`src/rtl/dram_pkg.sv`:
```
// Shared types and helpers for the two-bank DRAM sequencer.
package dram_pkg;

  typedef enum logic [2:0] {
    IDLE, ROW, COL, ACK, PRE, REF0, REF1, REF2
  } dramState_e;

  localparam logic [1:0] SIZ_LONG  = 2'b00;
  localparam logic [1:0] SIZ_BYTE  = 2'b01;
  localparam logic [1:0] SIZ_WORD  = 2'b10;
  localparam logic [1:0] SIZ_3BYTE = 2'b11;

  // cpuAddr carries A[24:2]
  localparam int BANK_BIT = 22;
  localparam int ROW_MSB  = 21;
  localparam int ROW_LSB  = 11;
  localparam int COL_MSB  = 10;
  localparam int COL_LSB  = 0;

  // Active-high lane enables; bit n is lane n. Transfers never wrap past lane 3.
  function automatic logic [3:0] laneMask(input logic [1:0] siz, input logic [1:0] lo);
    logic [3:0] base;
    case (siz)
      SIZ_BYTE:  base = 4'b0001;
      SIZ_WORD:  base = 4'b0011;
      SIZ_3BYTE: base = 4'b0111;
      default:   base = 4'b1111;
    endcase
    return base << lo;
  endfunction

endpackage

```
`src/rtl/dram_if.sv`:
```
// Bus-controller side request/ack plus the DRAM pin bundle.
interface dram_if;
  // Handshake: the bus controller drops ramCEn with address/size/direction
  // stable and holds it until it has seen ramACKn low (or aborts by raising
  // it early); the controller raises ramACKn once ramCEn is sampled high.
  logic        ramCEn;
  logic [22:0] cpuAddr;
  logic [1:0]  cpuAddrLo;
  logic [1:0]  cpuSIZ;
  logic        cpuRWn;
  logic        ramACKn;
  logic [10:0] dramMA;
  logic [1:0]  dramRASn;
  logic [3:0]  dramCASn;
  logic        dramWEn;
  logic        refOverrun;

  modport master (
    output ramCEn, cpuAddr, cpuAddrLo, cpuSIZ, cpuRWn,
    input  ramACKn, dramMA, dramRASn, dramCASn, dramWEn, refOverrun
  );

  modport slave (
    input  ramCEn, cpuAddr, cpuAddrLo, cpuSIZ, cpuRWn,
    output ramACKn, dramMA, dramRASn, dramCASn, dramWEn, refOverrun
  );
endinterface

```
`src/rtl/dram_refresh_timer.sv`:
```
// Free-running refresh interval timer with request/acknowledge and overrun flag.
module dram_refresh_timer #(
    parameter int REFRESH_INTERVAL = 250
) (
    input  logic sysClk,
    input  logic sysRESETn,
    input  logic refAck,
    output logic refReq,
    output logic refOverrun
);

    localparam int CW = $clog2(REFRESH_INTERVAL);
    localparam logic [CW-1:0] RELOAD = CW'(REFRESH_INTERVAL - 1);

    logic [CW-1:0] refCnt;
    logic          expire;

    assign expire = (refCnt == '0);

    always_ff @(posedge sysClk or negedge sysRESETn) begin
        if (!sysRESETn) begin
            refCnt     <= RELOAD;
            refReq     <= 1'b0;
            refOverrun <= 1'b0;
        end else begin
            refCnt <= expire ? RELOAD : refCnt - 1'b1;
            // A new expiry outranks a same-cycle acknowledge, so nothing is dropped silently
            if (expire) begin
                refReq <= 1'b1;
                if (refReq && !refAck) refOverrun <= 1'b1;
            end else if (refAck) begin
                refReq <= 1'b0;
            end
        end
    end

endmodule

```
`src/rtl/dram_ctrl.sv`:
```
// CPU/refresh sequencer for the two-bank DRAM array; all pins are registered
// and loaded from nextState so they switch on the edge the state is entered.
module dram_ctrl
    import dram_pkg::*;
#(
    parameter int REFRESH_INTERVAL = 250,
    parameter int RAS_PRECHARGE    = 2
) (
    input  logic       sysClk,
    input  logic       sysRESETn,
    dram_if.slave      bus,
    output dramState_e dbgState
);

    localparam int PW = (RAS_PRECHARGE > 1) ? $clog2(RAS_PRECHARGE) : 1;
    localparam logic [PW-1:0] PRE_RELOAD = PW'(RAS_PRECHARGE - 1);

    dramState_e  state, nextState;
    logic [PW-1:0] preCnt;
    logic        refReq, refAck, refOverrun;

    logic        ackNReg, nxtAckN;
    logic [1:0]  rasNReg, nxtRASn;
    logic [3:0]  casNReg, nxtCASn;
    logic        weNReg,  nxtWEn;
    logic [10:0] maReg,   nxtMA;

    assign refAck = (state == IDLE) && refReq;

    dram_refresh_timer #(.REFRESH_INTERVAL(REFRESH_INTERVAL)) uTimer (
        .sysClk     (sysClk),
        .sysRESETn  (sysRESETn),
        .refAck     (refAck),
        .refReq     (refReq),
        .refOverrun (refOverrun)
    );

    always_ff @(posedge sysClk or negedge sysRESETn) begin
        if (!sysRESETn) begin
            state   <= IDLE;
            preCnt  <= PRE_RELOAD;
            ackNReg <= 1'b1;
            rasNReg <= 2'b11;
            casNReg <= 4'hF;
            weNReg  <= 1'b1;
            maReg   <= '0;
        end else begin
            state   <= nextState;
            ackNReg <= nxtAckN;
            rasNReg <= nxtRASn;
            casNReg <= nxtCASn;
            weNReg  <= nxtWEn;
            maReg   <= nxtMA;
            if (nextState == PRE && state != PRE) preCnt <= PRE_RELOAD;
            else if (state == PRE)                preCnt <= preCnt - 1'b1;
        end
    end

    always_comb begin
        nextState = state;
        case (state)
            IDLE:    if (refReq) nextState = REF0;
                     else if (!bus.ramCEn) nextState = ROW;
            ROW:     nextState = bus.ramCEn ? PRE : COL;
            COL:     nextState = bus.ramCEn ? PRE : ACK;
            ACK:     if (bus.ramCEn) nextState = PRE;
            PRE:     if (preCnt == '0) nextState = IDLE;
            REF0:    nextState = REF1;
            REF1:    nextState = REF2;
            REF2:    nextState = PRE;
            default: nextState = IDLE;
        endcase
    end

    // Unlisted pins hold, which keeps RAS/CAS/WE/MA steady from COL into ACK
    always_comb begin
        nxtAckN = 1'b1;
        nxtRASn = rasNReg;
        nxtCASn = casNReg;
        nxtWEn  = weNReg;
        nxtMA   = maReg;
        case (nextState)
            ROW: begin
                nxtMA   = bus.cpuAddr[ROW_MSB:ROW_LSB];
                nxtRASn = bus.cpuAddr[BANK_BIT] ? 2'b01 : 2'b10;
                nxtCASn = 4'hF;
                nxtWEn  = bus.cpuRWn;
            end
            COL: begin
                nxtMA   = bus.cpuAddr[COL_MSB:COL_LSB];
                nxtCASn = weNReg ? 4'h0 : ~laneMask(bus.cpuSIZ, bus.cpuAddrLo);
            end
            ACK:  nxtAckN = 1'b0;
            REF0: begin
                nxtRASn = 2'b11;
                nxtCASn = 4'h0;
                nxtWEn  = 1'b1;
            end
            REF1: begin
                nxtRASn = 2'b00;
                nxtCASn = 4'h0;
            end
            REF2: begin
                nxtRASn = 2'b00;
                nxtCASn = 4'hF;
            end
            default: begin
                nxtRASn = 2'b11;
                nxtCASn = 4'hF;
                nxtWEn  = 1'b1;
            end
        endcase
    end

    assign bus.ramACKn    = ackNReg;
    assign bus.dramRASn   = rasNReg;
    assign bus.dramCASn   = casNReg;
    assign bus.dramWEn    = weNReg;
    assign bus.dramMA     = maReg;
    assign bus.refOverrun = refOverrun;
    assign dbgState       = state;

endmodule
```
`src/flat_wrapper.sv`:
```
// flat-port wrapper written by rule: the top's interface ports become plain ports
module dram_ctrl_flat import dram_pkg::*;
#(
    parameter int REFRESH_INTERVAL = 250,
    parameter int RAS_PRECHARGE    = 2
)
  (sysClk, sysRESETn, dbgState, bus_ramCEn, bus_cpuAddr, bus_cpuAddrLo, bus_cpuSIZ, bus_cpuRWn, bus_ramACKn, bus_dramMA, bus_dramRASn, bus_dramCASn, bus_dramWEn, bus_refOverrun);
  dram_if bus_i ();
  input  logic sysClk;
  input  logic sysRESETn;
  output dramState_e dbgState;
  input wire logic [$bits(bus_i.ramCEn)-1:0] bus_ramCEn;
  input wire logic [$bits(bus_i.cpuAddr)-1:0] bus_cpuAddr;
  input wire logic [$bits(bus_i.cpuAddrLo)-1:0] bus_cpuAddrLo;
  input wire logic [$bits(bus_i.cpuSIZ)-1:0] bus_cpuSIZ;
  input wire logic [$bits(bus_i.cpuRWn)-1:0] bus_cpuRWn;
  output wire logic [$bits(bus_i.ramACKn)-1:0] bus_ramACKn;
  output wire logic [$bits(bus_i.dramMA)-1:0] bus_dramMA;
  output wire logic [$bits(bus_i.dramRASn)-1:0] bus_dramRASn;
  output wire logic [$bits(bus_i.dramCASn)-1:0] bus_dramCASn;
  output wire logic [$bits(bus_i.dramWEn)-1:0] bus_dramWEn;
  output wire logic [$bits(bus_i.refOverrun)-1:0] bus_refOverrun;
  assign bus_i.ramCEn = bus_ramCEn;
  assign bus_i.cpuAddr = bus_cpuAddr;
  assign bus_i.cpuAddrLo = bus_cpuAddrLo;
  assign bus_i.cpuSIZ = bus_cpuSIZ;
  assign bus_i.cpuRWn = bus_cpuRWn;
  assign bus_ramACKn = bus_i.ramACKn;
  assign bus_dramMA = bus_i.dramMA;
  assign bus_dramRASn = bus_i.dramRASn;
  assign bus_dramCASn = bus_i.dramCASn;
  assign bus_dramWEn = bus_i.dramWEn;
  assign bus_refOverrun = bus_i.refOverrun;
  dram_ctrl #(.REFRESH_INTERVAL(REFRESH_INTERVAL), .RAS_PRECHARGE(RAS_PRECHARGE)) u_core (.sysClk(sysClk), .sysRESETn(sysRESETn), .bus(bus_i), .dbgState(dbgState));
endmodule
```
`config.mk`:
```
export PLATFORM = sky130hd
export DESIGN_NAME = dram_ctrl_flat
export DESIGN_NICKNAME = d
export VERILOG_FILES = /design/src/rtl/dram_pkg.sv /design/src/rtl/dram_if.sv /design/src/rtl/dram_refresh_timer.sv /design/src/rtl/dram_ctrl.sv /design/src/flat_wrapper.sv
export SDC_FILE = /design/constraint.sdc
export NUM_CORES = 1
export LEC_CHECK = 0
export CAP_MARGIN = 20
export CORE_ASPECT_RATIO = 0.75
export CORE_MARGIN = 5
export CORE_UTILIZATION = 64
export DETAILED_ROUTE_END_ITERATION = 16
export DONT_BUFFER_PORTS = 1
export PLACE_DENSITY = 0.8
export SYNTH_ARGS = -nofsm -noshare
export SYNTH_HDL_FRONTEND = slang
export SYNTH_HIERARCHICAL = 1
export SYNTH_SLANG_ARGS = --single-unit
```
`constraint.sdc`:
```
create_clock -name sysClk -period 4.1 [get_ports sysClk]
set_input_delay 0.41 -clock sysClk [delete_from_list [all_inputs] [get_ports sysClk]]
set_output_delay 0.41 -clock sysClk [all_outputs]
set_load 0.03 [all_outputs]
```
# --- Word level (Yosys, flattened, before mapping) ---
# Cells that the tools add are included.
classes:
  div: 0
  addsub: 2
  shift: 1
  reduce_logical: 14
  muxes: 21
  n_mul: 0
  eq_ne: 18
  bitwise_logic: 1
  order_cmp: 0
ops:
  columns: ["cell", "count"]
  rows:
  - ["$eq 3x3->1 const B", 8]
  - ["$pmux 3 s8", 1]
  - ["$pmux 4 s3", 2]
  - ["$pmux 11 s2", 1]
  - ["$mux 3", 6]
  - ["$eq 3x2->1 const B", 4]
  - ["$logic_not 8->1", 1]
  - ["$mux 4", 2]
  - ["$mux 8", 1]
  - ["$sub 8x1->8 const B", 1]
  - ["$eq 3x1->1 const B", 2]
  - ["$pmux 2 s3", 1]
  - ["$reduce_bool 2->1", 3]
  - ["$reduce_or 2->1", 3]
  - ["$mux 1", 5]
  - ["$eq 2x2->1 const B", 2]
  - ["$not 4->4", 1]
  - ["$reduce_or 4->1", 1]
  - ["$shl 4x2->4", 1]
  - ["$logic_and 1x1->1", 3]
  - ["$logic_not 3->1", 1]
  - ["$ne 3x3->1 const B", 1]
  - ["$eq 2x1->1 const B", 1]
  - ["$mux 2", 1]
  - ["4 further kinds", 4]
totals:
  n_memories: 0
  latch_bits: 0
  mem_bits_rw: 0
  out_inout_bits: 23
  rom_bits: 0
  reg_bits: 33
  word_cells: 67

# --- Longest topological paths before layout ---
logic_depth:
  depth_word: 9
  depth_mapped: 6
  depth_no_buf: 6

# --- Hierarchy ---
# The synthesis kept the hierarchy.
modules_own_cells:
  columns: ["mod", "cells_each", "area_per_inst_um2", "seq_area_each_um2", "n_inst"]
  rows:
  - ["dram_ctrl", 120, 1179.9, 586.8, 1]
  - ["dram_refresh_timer", 45, 508.0, 257.7, 1]

# --- Worst setup path after synthesis ---
# Ideal clock, no wire load.
synth_path:
  path_kind: "reg2reg"
  startpoint: "register u_core.state[2], in the netlist u_core/dbgState[2]"
  endpoint: "register u_core.maReg[0], in the netlist u_core/bus.dramMA[0]"
  synth_period_minus_slack_ps: 1556
  path_buffers: 2
  arrival_time_ps: 1424
  setup_time_ps: 132
  path_stages_with_launch: 6
  setup_slack_ps: 2544
  path_cell_list: "dfrtp_1 > buf_6 > nor4b_4 > buf_6 > mux2i_1 > o21ai_1"
synth_via:
  elab_chain_len: 5
  elab_cells_between_ends: 17
  cone_classes: "9 x eq/ne; 6 x mux; 2 x reduce/logical"
synth_rtl:
  columns: ["item", "line", "source"]
  rows:
  - ["from (decl)", "dram_ctrl.sv:18", "dramState_e state, nextState;"]
  - ["from (signal assigned)", "dram_ctrl.sv:48", "state <= nextState;"]
  - ["$mux 3", "dram_ctrl.sv:63", "else if (!bus.ramCEn) nextState = ROW;"]
  - ["$mux 3", "dram_ctrl.sv:62", "IDLE: if (refReq) nextState = REF0;"]
  - ["$pmux 3 s8 (*)", "dram_ctrl.sv:61", "case (state)"]
  - ["$eq 3x2->1 / $eq 3x1->1 (equally long branches)", "dram_ctrl.sv:82", "case (nextState)"]
  - ["$pmux 11 s2 / $reduce_bool 2->1 (equally long branches)", null, null]
  - ["to (signal assigned)", "dram_ctrl.sv:53", "maReg <= nxtMA;"]
  - ["to (decl)", "dram_ctrl.sv:26", "logic [10:0] maReg, nxtMA;"]
# Every way passes the cells marked *; elsewhere a longest branch is shown, timed or not.
# A chain may end at the register's enable or synchronous reset.

# --- Final worst setup path ---
layout_path:
  startpoint: "register u_core.state[0], in the netlist u_core/dbgState[0]"
  endpoint: "register u_core.casNReg[2], in the netlist u_core/bus.dramCASn[2]"
layout_via:
  elab_chain_len: 6
  elab_cells_between_ends: 19
  cone_classes: "11 x eq/ne; 6 x mux; 2 x reduce/logical"
layout_rtl:
  columns: ["item", "line", "source"]
  rows:
  - ["$mux 3", "dram_ctrl.sv:63", null]
  - ["$mux 3", "dram_ctrl.sv:62", null]
  - ["$pmux 3 s8 (*)", "dram_ctrl.sv:61", null]
  - ["$eq 3x3->1", "dram_ctrl.sv:82", null]
  - ["$reduce_or 2->1 (no source line)", null, null]
  - ["$pmux 4 s3", "dram_ctrl.sv:82", null]
  - ["to (signal assigned)", "dram_ctrl.sv:51", "casNReg <= nxtCASn;"]
  - ["to (decl)", "dram_ctrl.sv:24", "logic [3:0] casNReg, nxtCASn;"]
# Marked as above.

==> flow_summary.json <==
{
  "vias": 1179,
  "die_h_um": 54.5,
  "critical_path_arrival_ps": 2480,
  "synthCells": 165,
  "setup_tns_ps": 0,
  "dr.first_iter.drc_count": 61,
  "hp-class": "in2reg",
  "netlist.area_leader.share_pct": 26.7,
  "yosysTopAreaCell": "dfrtp_1",
  "finalHoldViolCount": 0,
  "hp-start": "bus_cpuRWn",
  "drive_above_1_share_pct": 17.5,
  "critical_path.max_stage_delay_ps": 890,
  "final_antenna_net_count": 0,
  "overflow": 0,
  "setup_violations": 0,
  "worstPathCellList": "nor4b_4 -> nand2b_1 -> a21oi_1 -> o22a_1",
  "period_needed_ps": 2200,
  "worstPathMaxFanout": 12,
  "clockBufferDepth": 2,
  "synth_fp_nets": 200,
  "drt_first_pass_iters": 4,
  "critPathCaptureType": "flop",
  "clock_sinks": 33,
  "yosys-top-cells-area": "dfrtp_1 27%, dfstp_2 23%, mux2i_1 6.5%",
  "place_hpwl_mm": 2.46,
  "synth_seq_area_share_pct": 50.0,
  "via_per_inst": 5.70,
  "relSlewSlack_pct": 34.3,
  "p_per_area_nw_per_um2": 617,
  "rrSetupSlack_ps": 1900,
  "num_rows": 16,
  "max_slew.worst_pin.slew_ps": 981,
  "cts_tree": "yes",
  "cts-root-buf": "clkbuf_4",
  "io_buffers": 0,
  "clock_latency_ps": 330,
  "insertedDiodeCount": 0,
  "postCtsResizedCells": 0,
  "grt_max_degree": 34,
  "status": "complete, no violations",
  "synth.distinct_cells": 34,
  "synth_top_flop_cell": "dfrtp_1",
  "crit_slowest_cell": "nor4b_4",
  "rr_worst_depth": 4,
  "cts_inserted_buffers": 5,
  "antenna_found_initial": 0,
  "ioPinCount": 54,
  "r2r_end": "u_core/bus.dramCASn[2]$_DFFE_PN1P_",
  "critical_path_required_ps": 4380,
  "fp.dieArea_um2": 3780,
  "drc": 0,
  "holdPathEnd": "u_core/bus.dramWEn$_DFFE_PN1N_",
  "final_net_count": 205,
  "yosysMostFrequentCell": "nand2_1",
  "routed_wl_mm": 3.28,
  "core_um2": 2560,
  "max-vdd-ir-drop_mv": 0.562,
  "start_util_pct": 65.9,
  "avgSynthCellArea_um2": 10.2,
  "period_share_pct": 53.7,
  "dieWidth_um": 69.3,
  "start_kind": "flop",
  "gp_congestion": 0.877,
  "syn-cell-area_um2": 1690,
  "maxSlewViolCount": 0,
  "grt_pass1_vias": 1145,
  "cap_viol_max_count": 0,
  "p_leak_nw": 0.757,
  "crit_start": "u_core/dbgState[0]$_DFF_PN0_",
  "wl_per_cell_um": 15.8,
  "synth_edf_count": 0,
  "cts.clk_slew.worst_paths_ps": 100,
  "max_freq_mhz": 454,
  "fin_skew_ps": 5.31,
  "yosysWarningCount": 6,
  "ys_ff_latch": 33,
  "dp.cells": 197,
  "rsz0062_at_grt": "false",
  "ys_async_sr_fraction_pct": 100,
  "r2r-start": "u_core/dbgState[0]$_DFF_PN0_",
  "worstSetupPathType": "reg2reg",
  "min_path_cells": 2,
  "stdcell_count": 207,
  "grtUsageTotal_pct": 18.7,
  "htree_levels": 2,
  "syn_to_final_growth_pct": 5.71,
  "grt_pass1_wl_mm": 5.36,
  "ys_top_cells_by_count": "19 x nand2_1, 18 x dfrtp_1, 15 x dfstp_2"
}
-- state kept, by name, indices dropped and copies added (netlist names) --
name / cells
u_core/bus.dramMA: 11
u_core/uTimer/refCnt: 8
u_core/bus.dramCASn: 4
u_core/dbgState: 3
u_core/bus.dramRASn: 2
u_core/bus.dramWEn: 1
u_core/bus.ramACKn: 1
u_core/preCnt: 1
u_core/uTimer/refOverrun: 1
u_core/uTimer/refReq: 1
-- where the power goes --
part | switching, mW | internal, mW | total [mW]
Sequential | 0.271 | 0.444 | 0.714
Combinational | 0.119 | 0.0947 | 0.214
Clock | 0.108 | 0.0652 | 0.174
-- logic make-up after synthesis --
group,Yosys count,synth area share [%]
flip-flops,33,50.0
adder cells (fa/ha/maj),4,2.97
AND/OR/NAND/NOR,57,19.3
XOR/XNOR,3,1.56
buffers and inverters,15,4.45
AO/OA/AOI/OAI,42,15.2
multiplexers,11,6.52
-- worst max-delay path by stage --
stage / slack (ps) / end
2_1_floorplan: 2540 / u_core/bus.dramMA[0]$_DFFE_PN0P_
3_3_place_gp: 2010 / u_core/bus.dramCASn[3]$_DFFE_PN1P_
3_5_place_dp: 1930 / u_core/bus.dramCASn[2]$_DFFE_PN1P_
4_1_cts: 1900 / u_core/bus.dramCASn[2]$_DFFE_PN1P_
5_1_grt: 1740 / u_core/bus.dramCASn[2]$_DFFE_PN1P_
6_report: 1900 / u_core/bus.dramCASn[2]$_DFFE_PN1P_
-- timing repair --
| item | in CTS | in global routing |
|---|---|---|
| endpoints found under the hold margin | 33 | 0 |
| buffers inserted | 0 | 0 |
| hold buffers | 2 | 0 |
-- critical path: cells and delay by family (launching register included) --
| family | cells | cell delay [ps] |
|---|---|---|
| simple gates | 2 | 1130 |
| compound gates | 2 | 360 |
| flops | 1 | 650 |
-- per-stage QoR --
| step | hold WS, ps | power (mW) | cell area [um^2] | utilization (%) | worst slack, ps |
|---|---|---|---|---|---|
| global route | 231 | 1.17 | 1780 | 69.6 | 1740 |
| CTS | 218 | 1.11 | 1780 | 69.6 | 1900 |
| finish | 226 | 1.10 | 1780 | 69.6 | 1900 |
| global placement | 115 | 0.912 | 1700 | 66.5 | 2010 |
| detailed placement | 116 | 0.926 | 1700 | 66.5 | 1930 |
| floorplan | 114 | 0.876 | 1690 | - | 2540 |
-- layer usage --
| metal | global-route usage (%) | vias up | wire (um) | share of wire [%] |
|---|---|---|---|---|
| met2 | 31.5 | 30 | 1580 | 48 |
| met3 | 6.42 | 7 | 212 | 6.5 |
| met4 | 8.77 | 0 | 55 | 1.7 |
| met5 | 0 | - | 0 | 0 |
| met1 | 22.2 | 556 | 1440 | 44 |
| li1 | - | 586 | - | - |
-- placed cells by master (no fill, tap or decap), types with 5 or more instances in the layout --
master,synthesis,layout
a21oi_1,11,11
o21ai_1,12,12
dfstp_2,15,15
nand2_1,19,19
nor2b_1,5,5
mux2i_1,11,11
inv_1,10,10
dfrtp_1,18,18
nor3_1,6,6
clkbuf_4,0,5
nor2_1,12,12
-- area by class of cell --
cell class	instances	area (um^2)
flip-flops and latches	33	845
fillers	210	778
multi-input cells	117	768
well taps	36	45.0
clock buffers	6	41.3
repair buffers	3	37.5
inverters	10	37.5
clock inverters	2	10.0
Note: power is estimated with default switching activity, not from simulation.
